**src/rtl/display_window_generator.sv**
```systemverilog
// display_window_generator: 2-stage pipeline turning h/v counters into display_enable, pixel_x/y and aligned syncs.
// Define FRAME_COUNT_EN to add the 8-bit frame_count output.
module display_window_generator #(
    parameter int COUNTER_SIZE = 11,
    parameter logic [COUNTER_SIZE-1:0] H_START = COUNTER_SIZE'(216),
    parameter logic [COUNTER_SIZE-1:0] H_END = COUNTER_SIZE'(1016),
    parameter logic [COUNTER_SIZE-1:0] V_START = COUNTER_SIZE'(27),
    parameter logic [COUNTER_SIZE-1:0] V_END = COUNTER_SIZE'(627)
) (
    input logic control_clock,
    input logic reset_n,
    input logic [COUNTER_SIZE-1:0] counter_out_hsync,
    input logic [COUNTER_SIZE-1:0] counter_out_vsync,
    input logic h_sync,
    input logic v_sync,
    output logic h_sync_out,
    output logic v_sync_out,
    output logic display_enable,
    output logic [COUNTER_SIZE-1:0] pixel_x,
    output logic [COUNTER_SIZE-1:0] pixel_y,
    output logic frame_start
`ifdef FRAME_COUNT_EN
    ,output logic [7:0] frame_count
`endif
);
    logic h_act, v_act, hs1, vs1, fs1;
    logic [COUNTER_SIZE-1:0] dx, dy;
    always_ff @(posedge control_clock or negedge reset_n) begin
        if (!reset_n) begin
            h_act <= 1'b0;
            v_act <= 1'b0;
            hs1 <= 1'b0;
            vs1 <= 1'b0;
            fs1 <= 1'b0;
            dx <= '0;
            dy <= '0;
            h_sync_out <= 1'b0;
            v_sync_out <= 1'b0;
            display_enable <= 1'b0;
            pixel_x <= '0;
            pixel_y <= '0;
            frame_start <= 1'b0;
`ifdef FRAME_COUNT_EN
            frame_count <= 8'd0;
`endif
        end else begin
            h_act <= counter_out_hsync >= H_START && counter_out_hsync < H_END;
            v_act <= counter_out_vsync >= V_START && counter_out_vsync < V_END;
            hs1 <= h_sync;
            vs1 <= v_sync;
            fs1 <= counter_out_hsync == H_START && counter_out_vsync == V_START;
            dx <= counter_out_hsync - H_START;
            dy <= counter_out_vsync - V_START;
            h_sync_out <= hs1;
            v_sync_out <= vs1;
            display_enable <= h_act & v_act;
            pixel_x <= (h_act & v_act) ? dx : '0;
            pixel_y <= (h_act & v_act) ? dy : '0;
            frame_start <= fs1;
`ifdef FRAME_COUNT_EN
            // counts in the same edge that raises frame_start, wrapping naturally at 8 bits
            frame_count <= frame_count + 8'(fs1);
`endif
        end
    end
endmodule

```
**config.mk**
```make
export PLATFORM = sky130hd
export DESIGN_NAME = display_window_generator
export DESIGN_NICKNAME = d
export VERILOG_FILES = /design/src/rtl/display_window_generator.sv
export SDC_FILE = /design/constraint.sdc
export NUM_CORES = 1
export LEC_CHECK = 0
export CORE_MARGIN = 1
export CORE_UTILIZATION = 47
export CTS_CLUSTER_SIZE = 10
export DETAILED_ROUTE_END_ITERATION = 8
export HOLD_SLACK_MARGIN = 0.05
export PLACE_DENSITY = 0.78
export SETUP_SLACK_MARGIN = 0.3
export SLEW_MARGIN = 5
export SYNTH_ARGS = -nofsm -noshare
export SYNTH_HDL_FRONTEND = slang
export SYNTH_SLANG_ARGS = --single-unit
```
**constraint.sdc**
```tcl
create_clock -name control_clock -period 1.1 [get_ports control_clock]
set_input_delay 0.275 -clock control_clock [delete_from_list [all_inputs] [get_ports control_clock]]
set_output_delay 0.275 -clock control_clock [all_outputs]
set_load 0.1 [all_outputs]
```
==> results of run 1 <==
cell families after synthesis:
| kind of cell | count (synthesis) | synth area share, % |
|---|---|---|
| DFF | 53 | 69.7 |
| and+or+nand+nor | 48 | 15.6 |
| buffers and inverters | 8 | 1.97 |
| AOI/OAI and AO/OA | 13 | 4.47 |
| adders and majority gates | 2 | 1.31 |
| xor gates and xnor gates | 15 | 6.90 |
Yosys cell counts (all sizes together), types with 3 or more instances:
master  count  area [µm²]
dfrtp      53        1330
a21oi       3        15.0
and3       22         138
nand2       4        15.0
nor2        7        26.3
inv         3        11.3
xnor2      12         105
o21ai       4        20.0
xor2        3        26.3
clkbuf      4        15.0
stage by stage:
stage / std cells / TNS (ns)
CTS: 277 / -4.05
global route: 278 / -4.55
global placement: 260 / -7.10
finish: 278 / -3.96
floorplan: 139 / 0
detailed placement: 260 / -7.78
power groups by stage:
stage / clock network [µW] / logic (µW) / registers, µW
4_1_cts: 1300 / 999 / 2150
3_3_place_gp: 0 / 842 / 2200
5_1_grt: 1420 / 1130 / 2180
6_report: 1330 / 1100 / 2170
2_1_floorplan: 0 / 163 / 2430
3_5_place_dp: 0 / 859 / 2200
sequential cells by signal (all words and copies together), names as in the netlist:
signal          flops
frame_start         1
pixel_y            11
h_sync_out          1
display_enable      1
h_act               1
fs1                 1
v_sync_out          1
hs1                 1
dx                 11
vs1                 1
pixel_x            11
dy                 11
v_act               1
timing repair:
action	CTS	global route
cloned	1	1
hold buffers	1	0
pin swaps	28	18
resized for setup	135	24
hold endpoints to repair	53	0
setup buffers	8	0
setup endpoints to repair	70	89
cell type report:
class / instances / area, µm²
clock inverters: 2 / 38.8
fillers: 68 / 174
well taps: 48 / 60.1
clock buffers: 5 / 68.8
repair buffers: 89 / 1140
multi-input cells: 78 / 856
inverters: 3 / 11.3
flip-flops and latches: 53 / 1430
path summary, 6_finish.rpt:
path | end | slack [ns]
worst max-delay path | pixel_y[5] | -0.17
max in group asynchronous | pixel_x[10] | 0.38
min in group asynchronous | pixel_x[7] | 0.53
worst min register to register | frame_start | 0.37
worst max register to register | pixel_x[0] | 0.21
worst min-delay path | dx[1] | 0.08
routing by layer:
metal	wire [µm]	share of wire, %	up-vias	GRT usage [%]
met4	210	3.1	0	18.5
met1	2470	36	771	32.7
met5	0	0	-	0
met3	238	3.5	16	3.65
li1	-	-	661	-
met2	3890	57	64	47.6
==> metrics, run 1 <==
status=finished, violations left; violated checks=negative setup slack; Via Count=1512; DRT Pass-1 Iters=4; WP data arrival=1.00 ns; most frequent cells in the layout=27 x buf_12, 26 x dfrtp_4, 25 x dfrtp_1; GR Util All Layers=around 28%; die area=between 0.004 and 0.005 mm²; Overflow after GRT=0; Yosys warning count=0; Post-synth EDFFs=0; pre-CTS WS=-0.625 ns; commonest non-fill, non-tap cell in the layout=buf_12; Min-Delay Path Class=in -> reg; vias in the first global route=around 1600; Sw Pwr=between 1000 and 1500 µW; Critical Path RT=between 0.8 and 0.9 ns; slowest stage delay, CP=slightly above 0.5 ns; H-Tree Depth=2; prevailing post-synth register cell=dfrtp_1; Starting Density=between 50% and 60%; Reg power frac=between 40% and 50%; CTS buffer count=5; cell row count=22; Power Total=about 4600 µW; IO Port Bufs=51; CP Class=reg -> out; CTS tree=yes; Slew Limit Fails=0; PnR worst setup slack=-0.172 ns; crit-path cells=buf_12; worst slew pin tran=0.377 ns; Mapped Nets=around 170; Avg WL per Cell=between 20 and 25 µm; Clk pwr share=between 20% and 30%; vias per cell=about 5.4; DP HPWL=2860 µm; ant diodes=0; post-synthesis sequential area ratio=69.7%; reg-to-reg startpoint=h_act; Mapped Avg Cell Area=13.7 µm²; CORE AREA=~0.0038 mm²; Routed Antenna Nets=0; Switching Share=between 20% and 30%; Int Pwr=about 3200 µW; Placer Congestion=a little under 0.8; CP Capture Type=output port; max cap viols=0; Max clock buf depth=2; final core utilization=95.4%; WP buf/inv=1; Placed Area=a little over 0.003 mm²; f_max=just under 800 MHz; Syn Inst Count=between 100 and 150; largest net degree at the start of global routing=54; Synth cell types=28; Total Nets Final=258; reg2reg path depth=2; Layout area overhead=89.0%; number of stages on the worst hold path=1; RSZ-0062 raised after global routing=true; combinational power share=a little under a quarter; Leak=0.00153 µW; synthesized cell area=about 0.0019 mm²; Die W=between 60 and 70 µm; Chip Height=roughly 66 µm; worst-skew pair later-pin latency=between 0.3 and 0.4 ns; Pwr per Cell Area=1280 mW/mm²; share of layout cells above drive strength 1=between 70% and 80%; Final Setup Violations=26; Post-synth ARST share=100%; CP Launch Point=pixel_y[5]; peak supply drop=between 0.0007 and 0.0008 V; worst-path maximum fanout=1; final WL=roughly 7000 µm; Worst path slowest cell=dfrtp_4; I/O pin count=52; number of synthesized register bits=between 50 and 60; Crit path depth=1; Post-Layout Inst Area=between 0.003 and 0.004 mm²; Final Hold Fails=0; Num Clock Sinks=53; hold wc startpoint=counter_out_hsync[1]; # DRC=0; fin crit period=between 1 and 1.5 ns; Final Cycle Share=116%; Worst path top cell family by delay=flip-flops; Hold WS=around 0.084 ns; max_slew headroom=approximately 75%; first-pass GRT wire length=about 8300 µm; clock transition at the registers of the reported paths=about 0.1 ns; antenna violations before repair=0; CTS root buffer=clkbuf_8; drt initial violations=~100; worst clock skew=0.0145 ns; crit path launch type=register
Power figures use the tool's default switching activity.
==> run 2, diff against run 1 <==
--- a/config.mk
+++ b/config.mk
@@ -5,13 +5,15 @@
 export SDC_FILE = /design/constraint.sdc
 export NUM_CORES = 1
 export LEC_CHECK = 0
+export CAP_MARGIN = 0
 export CORE_MARGIN = 1
 export CORE_UTILIZATION = 47
+export CTS_CLUSTER_DIAMETER = 50
 export CTS_CLUSTER_SIZE = 10
 export DETAILED_ROUTE_END_ITERATION = 8
 export HOLD_SLACK_MARGIN = 0.05
 export PLACE_DENSITY = 0.78
-export SETUP_SLACK_MARGIN = 0.3
+export SETUP_SLACK_MARGIN = 0.05
 export SLEW_MARGIN = 5
 export SYNTH_ARGS = -nofsm -noshare
 export SYNTH_HDL_FRONTEND = slang
==> run 2 against run 1 <==
The flow still finishes with violations (negative setup slack). Largest power group unchanged. Via count shrank 6.9%. Cell count decreased by 1.8%. Sequential cell count is the same. Register-to-register slack barely moved. Cell area fell by 12%. Clock-buffer cell count unchanged. Power shrank 11%. Critical path type unchanged.
==> metrics, run 2 (same netlist as run 1, synthesis figures left out) <==
status=finished, violations left; violated checks=negative setup slack; largest net degree at the start of global routing=26 (-52%); Avg WL per Cell=15.2 µm (-38%); Critical Path RT=0.82 ns (about the same); RSZ-0062 raised after global routing=true; Starting Density=50.5% (unchanged); max cap viols=0 (unchanged); Die W=65.6 µm (unchanged); Overflow after GRT=0 (unchanged); final core utilization=83.5% (-12 points); CP Capture Type=output port; drt initial violations=25 (-74%); Slew Limit Fails=0 (unchanged); pre-CTS WS=-0.692 ns (-0.0664 ns); CP Class=reg -> out; Worst path slowest cell=dfrtp_2; crit path launch type=register; CTS tree=yes; # DRC=0 (unchanged); Via Count=1408 (-6.9%); CP endpoint=pixel_x[5]; Worst path top cell family by delay=flip-flops; H-Tree Depth=2 (unchanged); worst-path maximum fanout=1 (unchanged); share of layout cells above drive strength 1=52.4% (-21 points); TNS Setup=-1.70 ns (+2.26 ns); met1 Track Usage GR=26.5% (-6.2 points); most used routing layer=met2; CTS root buffer=clkbuf_8; Final Setup Violations=26 (unchanged); R2R Setup Slk=0.22 ns (about the same); WP data arrival=0.91 ns (-0.09 ns); most frequent cells in the layout=29 x buf_4, 28 x dfrtp_2, 27 x buf_12; final WL=4160 µm (-39%); Placed Area=0.00301 mm² (-2.5%); die area=0.00431 mm² (unchanged); Final Hold Fails=0 (unchanged); Pwr per Cell Area=1290 mW/mm² (+1.3%); ant diodes=0 (unchanged); slowest stage delay, CP=0.43 ns (-0.08 ns); met3 global-route usage=5.38% (+1.7 points); reg2reg path depth=1 (-1); DRT Pass-1 Iters=4 (unchanged); antenna violations before repair=0 (unchanged); max_slew headroom=79.7% (+5.0 points); f_max=846 MHz (+7.6%); vias in the first global route=1435 (-9.0%); IO Port Bufs=51 (unchanged); worst clock skew=0.0130 ns (-0.00148 ns); Post-Layout Inst Area=0.00315 mm² (-12%); Routed Antenna Nets=0 (unchanged); peak supply drop=0.000810 V (+8.5%); GR Util All Layers=22.4% (-5.5 points); worst-skew pair later-pin latency=0.31 ns (about the same); DP HPWL=3040 µm (+6.2%); I/O pin count=52 (unchanged); Max clock buf depth=2 (unchanged); Placer Congestion=0.803 (+2.3%); reg-to-reg startpoint=h_act; Num Clock Sinks=53 (unchanged); Chip Height=65.6 µm (unchanged); crit-path cells=buf_12; Final Cycle Share=107% (-8.2 points); vias per cell=5.16 (-5.2%); worst slew pin tran=0.305 ns (-0.0720 ns); WP buf/inv=1 (unchanged); met2 Resource Use GR=39.4% (-8.2 points); PnR worst setup slack=-0.0817 ns (+0.0898 ns); Layout area overhead=65.5%; clock transition at the registers of the reported paths=0.10 ns (about the same); CORE AREA=0.00377 mm² (unchanged); commonest non-fill, non-tap cell in the layout=buf_4; Crit path depth=1 (unchanged); reg-to-reg critical path endpoint=pixel_x[9]; Min-Delay Path Class=in -> reg; CTS buffer count=5 (unchanged); Leak=0.00147 µW (-4.0%); CP Launch Point=pixel_x[5]; first-pass GRT wire length=6920 µm (-16%); cell row count=22 (unchanged); Total Nets Final=252 (-2.3%); Power Total=4080 µW (-11%); fin crit period=1.18 ns (-0.0898 ns)
[run 2: cell types whose count changed in the layout (fill, tap and decap cells not counted), sizes merged]
cell           before  now
buf                75   62
bufinv              1    0
clkbuf              9    7
clkdlybuf4s15       4    1
clkdlybuf4s50       2    5
clkinv              0    1
clkinvlp            0    1
dlygate4sd2         2   11
[run 2: power by group]
part	switching, µW	internal, µW	total (µW)
logic	498	366	864
clock network	613	452	1060
registers	79.5	2070	2150
total	1190	2890	4080
[run 2: worst min path at each step]
stage	slack, ns	endpoint	from	cells after the start
after global routing	0.22	dy[1]	counter_out_vsync[0]	2
after global placement	0.16	dx[4]	reset_n	1
after CTS	0.23	dx[1]	counter_out_hsync[1]	1
final	0.24	dx[4]	counter_out_hsync[4]	2
after detailed placement	0.17	dx[4]	reset_n	1
after floorplan	-0.02	display_enable	reset_n	0
[run 2: final cells by class]
| cell class | instances | area, µm² |
|---|---|---|
| clock buffer | 5 | 68.8 |
| clock inverter | 3 | 21.3 |
| fill | 176 | 621 |
| inverter | 3 | 11.3 |
| multi-input combinational | 78 | 643 |
| sequential | 53 | 1360 |
| tap | 48 | 60.1 |
| timing repair buffer | 83 | 985 |
[run 2: timing repair]
action                                  CTS  global route
cloned                                    0             0
pin swaps                                14             5
buffers inserted                          2             0
endpoints found under the hold margin    10             0
gates resized for setup                  46             6
hold buffers                              1             0
endpoints found under the setup margin   41            53
[run 2: metal layers]
layer	up-vias	wire [µm]	share of wire, %
li1	648	-	-
met1	697	1660	40
met2	57	2290	55
met3	6	149	3.6
met4	0	59	1.4
met5	-	0	0
[run 2: metrics by stage]
step,hold slack (ns),cells
after floorplan,-0.0206,139
after detailed placement,0.169,262
after CTS,0.229,273
final,0.236,273
after global placement,0.164,262
after global routing,0.224,273
==> run 3, diff against run 2 <==
--- a/config.mk
+++ b/config.mk
@@ -5,12 +5,14 @@
 export SDC_FILE = /design/constraint.sdc
 export NUM_CORES = 1
 export LEC_CHECK = 0
+export ABC_CLOCK_PERIOD_IN_PS = 1100
 export CAP_MARGIN = 0
 export CORE_MARGIN = 1
 export CORE_UTILIZATION = 47
 export CTS_CLUSTER_DIAMETER = 50
 export CTS_CLUSTER_SIZE = 10
 export DETAILED_ROUTE_END_ITERATION = 8
+export GPL_ROUTABILITY_DRIVEN = 0
 export HOLD_SLACK_MARGIN = 0.05
 export PLACE_DENSITY = 0.78
 export SETUP_SLACK_MARGIN = 0.05
==> results of run 3 <==
Final layout, timing and power as in run 2 (identical DEF).
